## config.mk

```make
export PLATFORM = sky130hd
export DESIGN_NAME = npu_result_drain
export DESIGN_NICKNAME = d
export VERILOG_FILES = /design/src/rtl/npu_result_drain.sv
export SDC_FILE = /design/constraint.sdc
export NUM_CORES = 1
export LEC_CHECK = 0
export ABC_AREA = 1
export CORE_MARGIN = 10
export CORE_UTILIZATION = 42
export CTS_BUF_LIST = sky130_fd_sc_hd__clkbuf_4
export DETAILED_ROUTE_END_ITERATION = 16
export PLACE_DENSITY_LB_ADDON = 0.05
export SLEW_MARGIN = 20
export SYNTH_ARGS = -nofsm -noshare
export SYNTH_HDL_FRONTEND = slang
export SYNTH_SLANG_ARGS = --single-unit
export TNS_END_PERCENT = 5
```

## constraint.sdc

```tcl
create_clock -name clk -period 10.8 [get_ports clk]
set_input_delay 1.08 -clock clk [delete_from_list [all_inputs] [get_ports clk]]
set_output_delay 1.08 -clock clk [all_outputs]
set_load 0.01 [all_outputs]
```

## src/rtl/npu_result_drain.sv

```systemverilog
// Result drain / requantizer for the 8x8 MAC array: snapshot, round-shift-saturate, stream, clear.
// Optional build macro NPU_DRAIN_RELU_EN clamps negative rounded values to zero before saturation.
//
// state | meaning
// IDLE  | waiting for start, bank holds last tile
// DRAIN | presenting bank[idx] on the output stream
// CLEAR | one-cycle mac_clear/done pulse
module npu_result_drain #(
  parameter int ROWS  = 8,
  parameter int ACC_W = 32,
  parameter int OUT_W = 8,
  localparam int IDX_W = $clog2(ROWS)
) (
  input  logic                    clk,
  input  logic                    rst,
  input  logic                    start,
  input  logic [4:0]              shift,
  input  logic signed [ACC_W-1:0] results [ROWS],
  output logic                    mac_clear,
  output logic                    out_valid,
  input  logic                    out_ready,
  output logic signed [OUT_W-1:0] out_data,
  output logic [IDX_W-1:0]        out_row,
  output logic                    out_last,
  output logic                    busy,
  output logic                    done
);

  localparam logic [1:0] S_IDLE  = 2'd0;
  localparam logic [1:0] S_DRAIN = 2'd1;
  localparam logic [1:0] S_CLEAR = 2'd2;

  localparam int Q_MAX_I = 2 ** (OUT_W - 1) - 1;
  localparam int Q_MIN_I = -(2 ** (OUT_W - 1));
  localparam logic signed [ACC_W:0] Q_MAX = (ACC_W + 1)'(Q_MAX_I);
  localparam logic signed [ACC_W:0] Q_MIN = (ACC_W + 1)'(Q_MIN_I);
  localparam logic [IDX_W-1:0] LAST_IDX = IDX_W'(ROWS - 1);

  logic [1:0]              state;
  logic [IDX_W-1:0]        idx;
  logic [4:0]              shift_q;
  logic signed [ACC_W-1:0] bank [ROWS];
  logic                    drain;
  logic                    last_row;

  // One extra bit keeps max-positive plus the rounding term from wrapping.
  function automatic logic signed [OUT_W-1:0] quant(input logic signed [ACC_W-1:0] x,
                                                    input logic [4:0] sh);
    logic signed [ACC_W:0] xw;
    logic signed [ACC_W:0] rnd;
    logic signed [ACC_W:0] r;
    xw  = {x[ACC_W-1], x};
    rnd = '0;
    if (sh != 5'd0) rnd[sh - 5'd1] = 1'b1;
    r = (xw + rnd) >>> sh;
`ifdef NPU_DRAIN_RELU_EN
    if (r < 0) r = '0;
`endif
    if (r > Q_MAX) r = Q_MAX;
    else if (r < Q_MIN) r = Q_MIN;
    return r[OUT_W-1:0];
  endfunction

  assign drain    = (state == S_DRAIN);
  assign last_row = (idx == LAST_IDX);

  always_ff @(posedge clk or posedge rst) begin
    if (rst) begin
      state   <= S_IDLE;
      idx     <= '0;
      shift_q <= '0;
      for (int i = 0; i < ROWS; i++) bank[i] <= '0;
    end else begin
      case (state)
        S_IDLE: begin
          if (start) begin
            for (int i = 0; i < ROWS; i++) bank[i] <= results[i];
            shift_q <= shift;
            idx     <= '0;
            state   <= S_DRAIN;
          end
        end
        S_DRAIN: begin
          if (out_ready) begin
            if (last_row) state <= S_CLEAR;
            else          idx   <= idx + 1'b1;
          end
        end
        S_CLEAR: state <= S_IDLE;
        default: state <= S_IDLE;
      endcase
    end
  end

  // Outputs decode straight from state so an async reset drops them at once.
  always_comb begin
    out_valid = drain;
    out_row   = drain ? idx : '0;
    out_last  = drain && last_row;
    out_data  = drain ? quant(bank[idx], shift_q) : '0;
    mac_clear = (state == S_CLEAR);
    done      = (state == S_CLEAR);
    busy      = (state != S_IDLE);
  end

endmodule

```

# Word-level counts from Yosys, hierarchy flattened
# Index checks and enable logic that the tools add are counted.
op_classes:
  n_shift: 1
  reduce_logical: 9
  order_cmp: 5
  add_sub_neg: 3
  mux: 18
  bitwise: 1
  n_eq_ne: 7
op_table:
  columns: ["operator", "count"]
  rows:
  - ["binary-select mux 32 bit (select 3 bit)", 1]
  - ["2-to-1 mux 32 bit", 3]
  - ["adder 32 x 33 -> 33 bit", 1]
  - ["> comparator 33 x 8 -> 1 bit (second input constant)", 1]
  - ["< comparator 33 x 8 -> 1 bit (second input constant)", 1]
  - [">>> shifter 33 x 5 -> 33 bit", 1]
  - ["2-to-1 mux 8 bit", 3]
  - ["2-to-1 mux 3 bit", 4]
  - ["< comparator 5 x 7 -> 1 bit (second input constant)", 1]
  - ["2-to-1 mux 2 bit", 3]
  - ["inequality test 2 bit (second input constant)", 3]
  - ["case mux 3 bit (2 select lines)", 1]
  - ["demux 1 bit (select 5 bit)", 1]
  - [">= comparator 5 x 1 -> 1 bit (second input constant)", 1]
  - ["nonzero test 5 bit", 1]
  - ["subtractor 5 x 1 -> 5 bit (second input constant)", 1]
  - [">= comparator 4 bit (second input constant)", 1]
  - ["inverter 3 -> 4 bit", 1]
  - ["case mux 2 bit (2 select lines)", 1]
  - ["AND reduction 4 bit", 1]
  - ["nonzero test 2 bit", 2]
  - ["adder 3 x 1 -> 3 bit (second input constant)", 1]
  - ["equality test 3 bit (second input constant)", 1]
  - ["AND reduction 3 bit", 1]
  - ["other kinds (7)", 8]
totals:
  ff_bits: 266
  wordCells: 55
  out_inout_bits: 16
  inputBits: 265

# Depth between registers and ports, before layout
# Gate-level depths: netlist of the first run.
logic_depth:
  depth_word: 12
  ltp_mapped: 38
  ltp_nobuf: 37

# Worst setup path after synthesis of the first run
# OpenSTA, ideal clock, no wires.
synth_path:
  path_type: "flip-flop to output port"
  startpoint: "register shift_q[2]"
  endpoint: "output out_data[0]"
  path_buffers: 2
  path_stages_with_launch: 37
  t_arrival_ns: 4.026
  t_required_ns: 9.720
  slack_ns: 5.694
  cell_sequence: "dfrtp_1 buf_2 clkbuf_1 nor2_1 inv_1 nand2_1 inv_1 nand3_1 nor2_1 ha_1 inv_1 fa_1 inv_1 nand3_1 nand2_4 nand2_1 nand2_2 nand2_1 nand2_2 nand2_2 nand2_2 nand2_4 nand2_8 inv_6 nand2_4 nand2_4 nand2_4 nand3_2 nand2_2 nor2_1 nor2_1 nand2_1 nor2_1 nand3_2 nand2_4 nand2_1 a21oi_1"
synth_between:
  elab_chain_len: 12
  word_cells_on_any_way: 15
  cone_classes: "add/sub: 2; order compare: 4; shift: 1; mux: 6; reduce/logical: 2"
synth_lines:
  columns: ["item", "line_no", "text"]
  rows:
  - ["from (decl)", "41", "logic [4:0] shift_q;"]
  - ["from (signal assigned)", "78", "shift_q <= shift;"]
  - ["subtractor 5 x 1 -> 5 bit", "54", "if (sh != 5'd0) rnd[sh - 5'd1] = 1'b1;"]
  - ["< comparator 5 x 7 -> 1 bit (not written as such) / >= comparator 5 x 1 -> 1 bit (equally long branches)", "54", null]
  - ["logical AND 1 bit (not written as such)", "54", null]
  - ["2-to-1 mux 1 bit (not written as such)", "54", null]
  - ["demux 1 bit (select 5 bit)", "54", null]
  - ["2-to-1 mux 32 bit", "54", null]
  - ["adder 32 x 33 -> 33 bit", "55", "r = (xw + rnd) >>> sh;"]
  - [">>> shifter 33 x 5 -> 33 bit *", "55", null]
  - ["< comparator 33 x 8 -> 1 bit", "60", "else if (r < Q_MIN) r = Q_MIN;"]
  - ["2-to-1 mux 8 bit", "60", null]
  - ["2-to-1 mux 8 bit *", "59", "if (r > Q_MAX) r = Q_MAX;"]
  - ["2-to-1 mux 8 bit *", "100", "out_data = drain ? quant(bank[idx], shift_q) : '0;"]
  - ["to (decl)", "22", "output logic signed [OUT_W-1:0] out_data,"]
# Every way passes the cells marked *; elsewhere a longest branch is shown, timed or not.

# Worst setup path after layout of the first run
layout_path:
  startpoint: "register idx[0]"
  endpoint: "output out_data[2]"
layout_between:
  elab_chain_len: 10
  word_cells_on_any_way: 11
  cone_classes: "add/sub: 1; order compare: 2; shift: 1; mux: 6; bitwise: 1"
layout_lines:
  columns: ["item", "line_no", "text"]
  rows:
  - ["from (decl)", "40", "logic [IDX_W-1:0] idx;"]
  - ["from (signal assigned)", "86", "else idx <= idx + 1'b1;"]
  - ["inverter 3 -> 4 bit (not written as such) *", "100", null]
  - ["binary-select mux 32 bit (select 3 bit) *", "100", null]
  - ["2-to-1 mux 32 bit (not written as such) * (2 in series)", "100", null]
  - ["adder 32 x 33 -> 33 bit *", "55", null]
  - [">>> shifter 33 x 5 -> 33 bit *", "55", null]
  - ["< comparator 33 x 8 -> 1 bit", "60", null]
  - ["2-to-1 mux 8 bit", "60", null]
  - ["2-to-1 mux 8 bit *", "59", null]
  - ["2-to-1 mux 8 bit *", "100", null]
# Every way passes the cells marked *; elsewhere a longest branch is shown, timed or not. The select of a mux whose other input is x is not followed.

==> impl_results.md, run 1 <==
- Worst vdd ir: 0.1554 mV
- PwrDens: 346.4 nW/um2
- Yosys warnings: 0
- Pre-CTS WS: 3.255 ns
- Fmax: 119.9 MHz
- Core area: 41850 um2
- NetSw: 3.877 mW
- Drt drc: 0
- CP required: 9.72 ns
- Port buffer count: 280
- Slew @ Worst Pin: 0.9706 ns
- Post-Synth XOR/XNOR Area: 0.5920%
- Share of layout cells above drive strength 1: 17.01%
- GRT Total Usage: 25.06%
- Post-synthesis compound-gate area fraction: 9.775%
- Starting Density: 42.42%
- Internal: 3.684 mW
- Fillers: 4221
- FF-to-FF setup slack: 7.85 ns
- Worst-path fanout max: 89
- Post-synthesis sequential area ratio: 37.49%
- Number of global-route vias before repair: 16800
- Status: complete, no violations
- Crit path setup slack, layout: 2.461 ns
- Clock Sink Count: 266
- Final Critical Period: 8.339 ns
- Post-Synth Adder-Cell Area: 2.509%
- Gr ovfl total: 0
- Largest family of logic cells by synthesized area: simple AND/OR/NAND/NOR gates
- Row count: 75
- Max incr delay on CP: 0.76 ns
- Number of DRC markers in iteration 0: 1342
- Hold path cells: 1
- Most common cell after layout, fill and taps aside: nand2_1
- Critical path's most frequent cell: nand2_1
- Die H: 225.6 um
- Cells after Synth: 2336
- Post_cts resized: 0
- Final Cycle Share: 77.21%
- Total CTS buffers: 74
- Critical Path AT: 7.26 ns
- Post-CTS setup buffers: 0
- First-pass GRT wire length: 97.73 mm
- Clock transition at path regs: 0.06 ns
- Clock tree buffer depth: 3
- Unique masters post-synth: 44
- Syn Area/Cell: 7.600 um2
- Clk network pwr share: 11.9%
- Worst-case hold slack: 0.5000 ns
- Setup TNS: 0 ns
- Comb pwr share: 65.5%
- Most frequent cells in the layout: nand2_1 (547), clkdlybuf4s50_1 (280), nand3_1 (277)
- H-tree depth: 3
- # hold bufs at CTS: 0
- Die W: 225.6 um
- Hold Path Sink: bank[53]
- Part of the power in registers: 22.6%
- Mean routed wirelength per cell: 20.03 um
- Pin count of the biggest net entering global routing: 189
- Post-synthesis mux area share: 12.81%
- Max-slew headroom: 35.29%
- Crit-path slowest cell: buf_4
- Worst hold start: bank[53]
- Slew Viols, Final: 0
- Static leakage: 10.55 nW
- RR Startpoint: state[0]
- Post-synth EDFFs: 0
- Worst setup SP type: flip-flop
- FF-to-FF End: bank[226]
- Crit end category: primary output
- Simple-gate share of the synthesized area: 28.75%
- Post-synth top flop: dfrtp_1
- Boundary Pins: 281
- Final HPWL DP: 48.96 mm
- Post-synthesis async set-or-reset flop share: 100.0%
- Max-Cap Viols: 0
- Root buffer cell: clkbuf_4
- Synthesized Nets: 2636
- Nets: 2888
- Initial antenna violation count: 10
- RePlAce Congestion: 0.9233
- Clk_skew: 0.03095 ns
- HP Class: reg -> reg
- Cell area after synthesis: 17750 um2
- Area Overhead vs Synth: 22.96%
- Worst reg-to-reg path cell count: 5
- Via density per instance: 5.271
- Antenna Nets Post-Route: 0
- Critical path class: reg -> out
- #FFs+latches synth: 266
- Final setup violation count: 0
- First-pass DRT Iterations: 7
- Vias: 16780
- CTS tree: yes
- Worst-Skew Late Latency: 0.75 ns
- RSZ-0062 raised after global routing: no
- Net Sw Frac: 51.28%
- Final Hold Viols: 0
- Die area: 50890 um2
- Total Wirelength: 63.77 mm
## cell usage after synthesis, types with 2 or more instances
cell	count	area, um2
a21oi_1	138	690.7
a31oi_1	17	106.4
a32o_1	13	130.1
buf_1	17	63.81
buf_2	28	140.1
buf_4	3	22.52
clkbuf_1	76	285.3
clkinv_1	7	26.28
dfrtp_1	266	6656
ha_1	34	425.4
inv_1	224	840.8
inv_2	9	33.78
mux2_2	201	2263
nand2_1	548	2057
nand2_2	33	206.5
nand2_4	8	90.09
nand3_1	277	1386
nand3_2	35	350.3
nand4_1	12	75.07
nor2_1	212	795.8
nor2_2	9	56.30
nor3_1	2	10.01
o211ai_1	23	172.7
o21ai_0	101	505.5
o21ai_1	4	20.02
o22ai_1	11	68.82
xnor2_1	7	61.31
xor2_1	5	43.79
## registers in the layout (all words and copies together) (netlist names)
name     cells
bank       256
shift_q      5
idx          3
state        2
## worst max-delay path: cells and delay by family (launching register included)
family	cells	cell delay (ns)
buf+inv	4	1.95
flops	1	0.73
fa+ha+maj	1	0.38
compound gates	4	1.31
simple gates	20	2.09
## cell families (layout without fill, tap and decap cells)
family                     after synthesis  count (layout)
buffers and inverters                  366             670
muxes                                  202             202
and+or+nand+nor                       1142            1142
AOI/OAI and AO/OA                      312             312
xor gates and xnor gates                12              12
other                                    1               6
adders and majority gates               35              35
DFF                                    266             266
## worst max-delay path by stage
stage / startpoint / end / slack [ns] / cells past startpoint
after global routing: idx[0] / out_data[2] / 1.73 / 29
after CTS: idx[0] / out_data[5] / 2.41 / 29
after floorplan: rst / bank[0] / 2.39 / 1
after detailed placement: idx[0] / out_data[5] / 3.25 / 29
after global placement: idx[0] / out_data[3] / 3.28 / 27
final: idx[0] / out_data[2] / 2.46 / 29
## through the flow
step | power, mW | cell area, um2 | util (%) | instances
global route | 8.275 | 21830 | 52.16 | 3184
detailed placement | 6.653 | 20900 | 49.94 | 3051
finish | 7.562 | 21830 | 52.16 | 3184
CTS | 7.592 | 21820 | 52.13 | 3179
floorplan | 5.143 | 17750 | - | 2336
global placement | 6.632 | 20900 | 49.94 | 3051
## routing by layer
| metal | track usage (%) | vias up | part of all wire, % |
|---|---|---|---|
| met3 | 6.291 | 87 | 6.4 |
| li1 | - | 8272 | - |
| met2 | 40.27 | 466 | 47 |
| met5 | 0 | - | 0.11 |
| met4 | 8.279 | 10 | 2.6 |
| met1 | 32.35 | 7948 | 44 |
## cell type report
class | count | area, um2 | share of cell area, %
sequential | 266 | 6661 | 30.52
timing repair buffer | 301 | 2973 | 13.62
multi-input combinational | 1704 | 9676 | 44.32
antenna | 5 | 12.51 | 0.05732
tap | 539 | 674.4 | 3.089
clock buffer | 111 | 833.3 | 3.817
inverter | 241 | 917.1 | 4.201
clock inverter | 17 | 82.58 | 0.3783
## power by group through the flow
stage,Sequential [mW],Clock (mW),Combinational (mW)
after floorplan,1.63,0,3.51
after global routing,1.76,0.990,5.52
after global placement,1.71,0,4.93
final,1.71,0.901,4.95
after detailed placement,1.72,0,4.93
after CTS,1.70,0.930,4.96
Power figures use the tool's default switching activity.
==> inputs of run 2 (changes only) <==
==> constraint.sdc (replaced) <==
create_clock -name clk -period 8.6 [get_ports clk]
set_input_delay 0.86 -clock clk [delete_from_list [all_inputs] [get_ports clk]]
set_output_delay 0.86 -clock clk [all_outputs]
set_load 0.01 [all_outputs]
==> run 2 against run 1 <==
Compared with the run above:
- register-to-register slack got worse by 1.6 ns
- clock-buffer cell count down 8
- sequential power grew 26%
- core utilization fell by 0.063 points
- highest routed layer is now met4
- sequential share of layout area about the same
- power increased by 26%
- via count grew 0.72%
- critical endpoint is now out_data[0]
- combinational power is 26% higher
==> impl_results.md, run 2 (synthesis gave the netlist of run 1 again) <==
- CP startpoint: idx[0]
- RR Startpoint: state[0]
- HP Class: reg -> reg
- Via density per instance: 5.327
- Worst vdd ir: 0.1974 mV
- Core area: 41850 um2
- Initial antenna violation count: 4
- Gr ovfl total: 0
- Static leakage: 10.53 nW
- PwrDens: 435.5 nW/um2
- Post_cts resized: 0
- RSZ-0062 raised after global routing: no
- Number of global-route vias before repair: 17040
- Boundary Pins: 281
- Critical path's most frequent cell: nand2_1
- Setup TNS: 0 ns
- Area Overhead vs Synth: 22.81%
- First-pass GRT wire length: 98.78 mm
- Max incr delay on CP: 0.64 ns
- Worst-Skew Late Latency: 0.75 ns
- Worst hold start: bank[249]
- # hold bufs at CTS: 0
- Final Critical Period: 7.553 ns
- Number of DRC markers in iteration 0: 1475
- Most common cell after layout, fill and taps aside: nand2_1
- Biggest register: bank
- Worst setup SP type: flip-flop
- Fmax: 132.4 MHz
- Post-CTS setup buffers: 0
- Die W: 225.6 um
- Clock Sink Count: 266
- Pin count of the biggest net entering global routing: 212
- Vias: 16900
- Clock tree buffer depth: 3
- Mean routed wirelength per cell: 20.19 um
- Final Cycle Share: 87.83%
- Slew @ Worst Pin: 1.059 ns
- Fillers: 4224
- Die area: 50890 um2
- H-tree depth: 3
- Final Hold Viols: 0
- Most frequent cells in the layout: nand2_1 (547), clkdlybuf4s50_1 (280), nand3_1 (277)
- Final Core Density: 52.10%
- Total Wirelength: 64.08 mm
- Antenna Nets Post-Route: 0
- Nets: 2890
- Total CTS buffers: 74
- Share of layout cells above drive strength 1: 16.76%
- Row count: 75
- Max-slew headroom: 29.40%
- CP required: 7.74 ns
- Slew Viols, Final: 0
- Crit end category: primary output
- Top Registers: bank: 256 flops, shift_q: 5 flops, idx: 3 flops
- Final HPWL DP: 49.38 mm
- Crit-path slowest cell: dfrtp_4
- Clk_skew: 0.03595 ns
- Clock transition at path regs: 0.06 ns
- Max-Cap Viols: 0
- CTS tree: yes
- Drt drc: 0
- FF-to-FF setup slack: 6.21 ns
- Port buffer count: 280
- First-pass DRT Iterations: 11
- Status: complete, no violations
- Root buffer cell: clkbuf_4
- Starting Density: 42.42%
- Final setup violation count: 0
- GRT Total Usage: 25.14%
- Die H: 225.6 um
- Worst-path fanout max: 33
- Max reg flops: 256
- RePlAce Congestion: 0.9843
- Critical path class: reg -> out
- Critical Path AT: 6.69 ns
run 2: worst max-delay path, delay by kind of cell, from the launching register on:
| family | cells | cell delay (ns) |
|---|---|---|
| AO/OA/AOI/OAI | 5 | 1.04 |
| AND/OR/NAND/NOR | 20 | 2.28 |
| flip-flops | 1 | 0.64 |
| buffers and inverters | 3 | 1.31 |
| XOR/XNOR | 1 | 0.30 |
| adder cells (fa/ha/maj) | 1 | 0.37 |
run 2: metrics by stage:
step	instances	instance area, um2	hold slack (ns)	total power, mW	setup slack [ns]
floorplan	2336	17750	0.4739	6.458	0.4147
global placement	3053	20930	0.4818	8.339	1.892
detailed placement	3053	20930	0.4879	8.365	1.892
CTS	3170	21790	0.5020	9.516	1.055
global route	3173	21800	0.5069	10.36	0.5092
finish	3173	21800	0.4997	9.495	1.047
run 2: layer usage:
layer	global-route usage, %	vias to the layer above	part of all wire [%]
li1	-	8253	-
met1	32.98	8060	44
met2	41.46	489	48
met3	4.566	102	5.9
met4	7.451	0	2.3
met5	0	-	0
run 2: report_power, final:
part | internal, mW | switching, mW
sequential | 1.84 | 0.304
clock | 0.576 | 0.530
combinational | 2.21 | 4.03
run 2: final cells by class:
type	instances	area, um2	area share, %
diodes	3	7.507	0.03443
clock buffers	103	773.2	3.546
clock inverters	14	90.09	0.4132
inverters	241	917.1	4.206
multi-input cells	1704	9676	44.38
flip-flops and latches	266	6661	30.55
well taps	539	674.4	3.093
repair buffers	303	3004	13.78
run 2: path summary, 6_finish.rpt:
| path | depth (start not counted) | end |
|---|---|---|
| hold / removal | 1 | bank[249] |
| max in group asynchronous | 3 | bank[11] |
| hold reg to reg | 1 | bank[249] |
| min in group asynchronous | 2 | bank[34] |
| setup reg to reg | 4 | bank[247] |
| setup / recovery | 30 | out_data[0] |
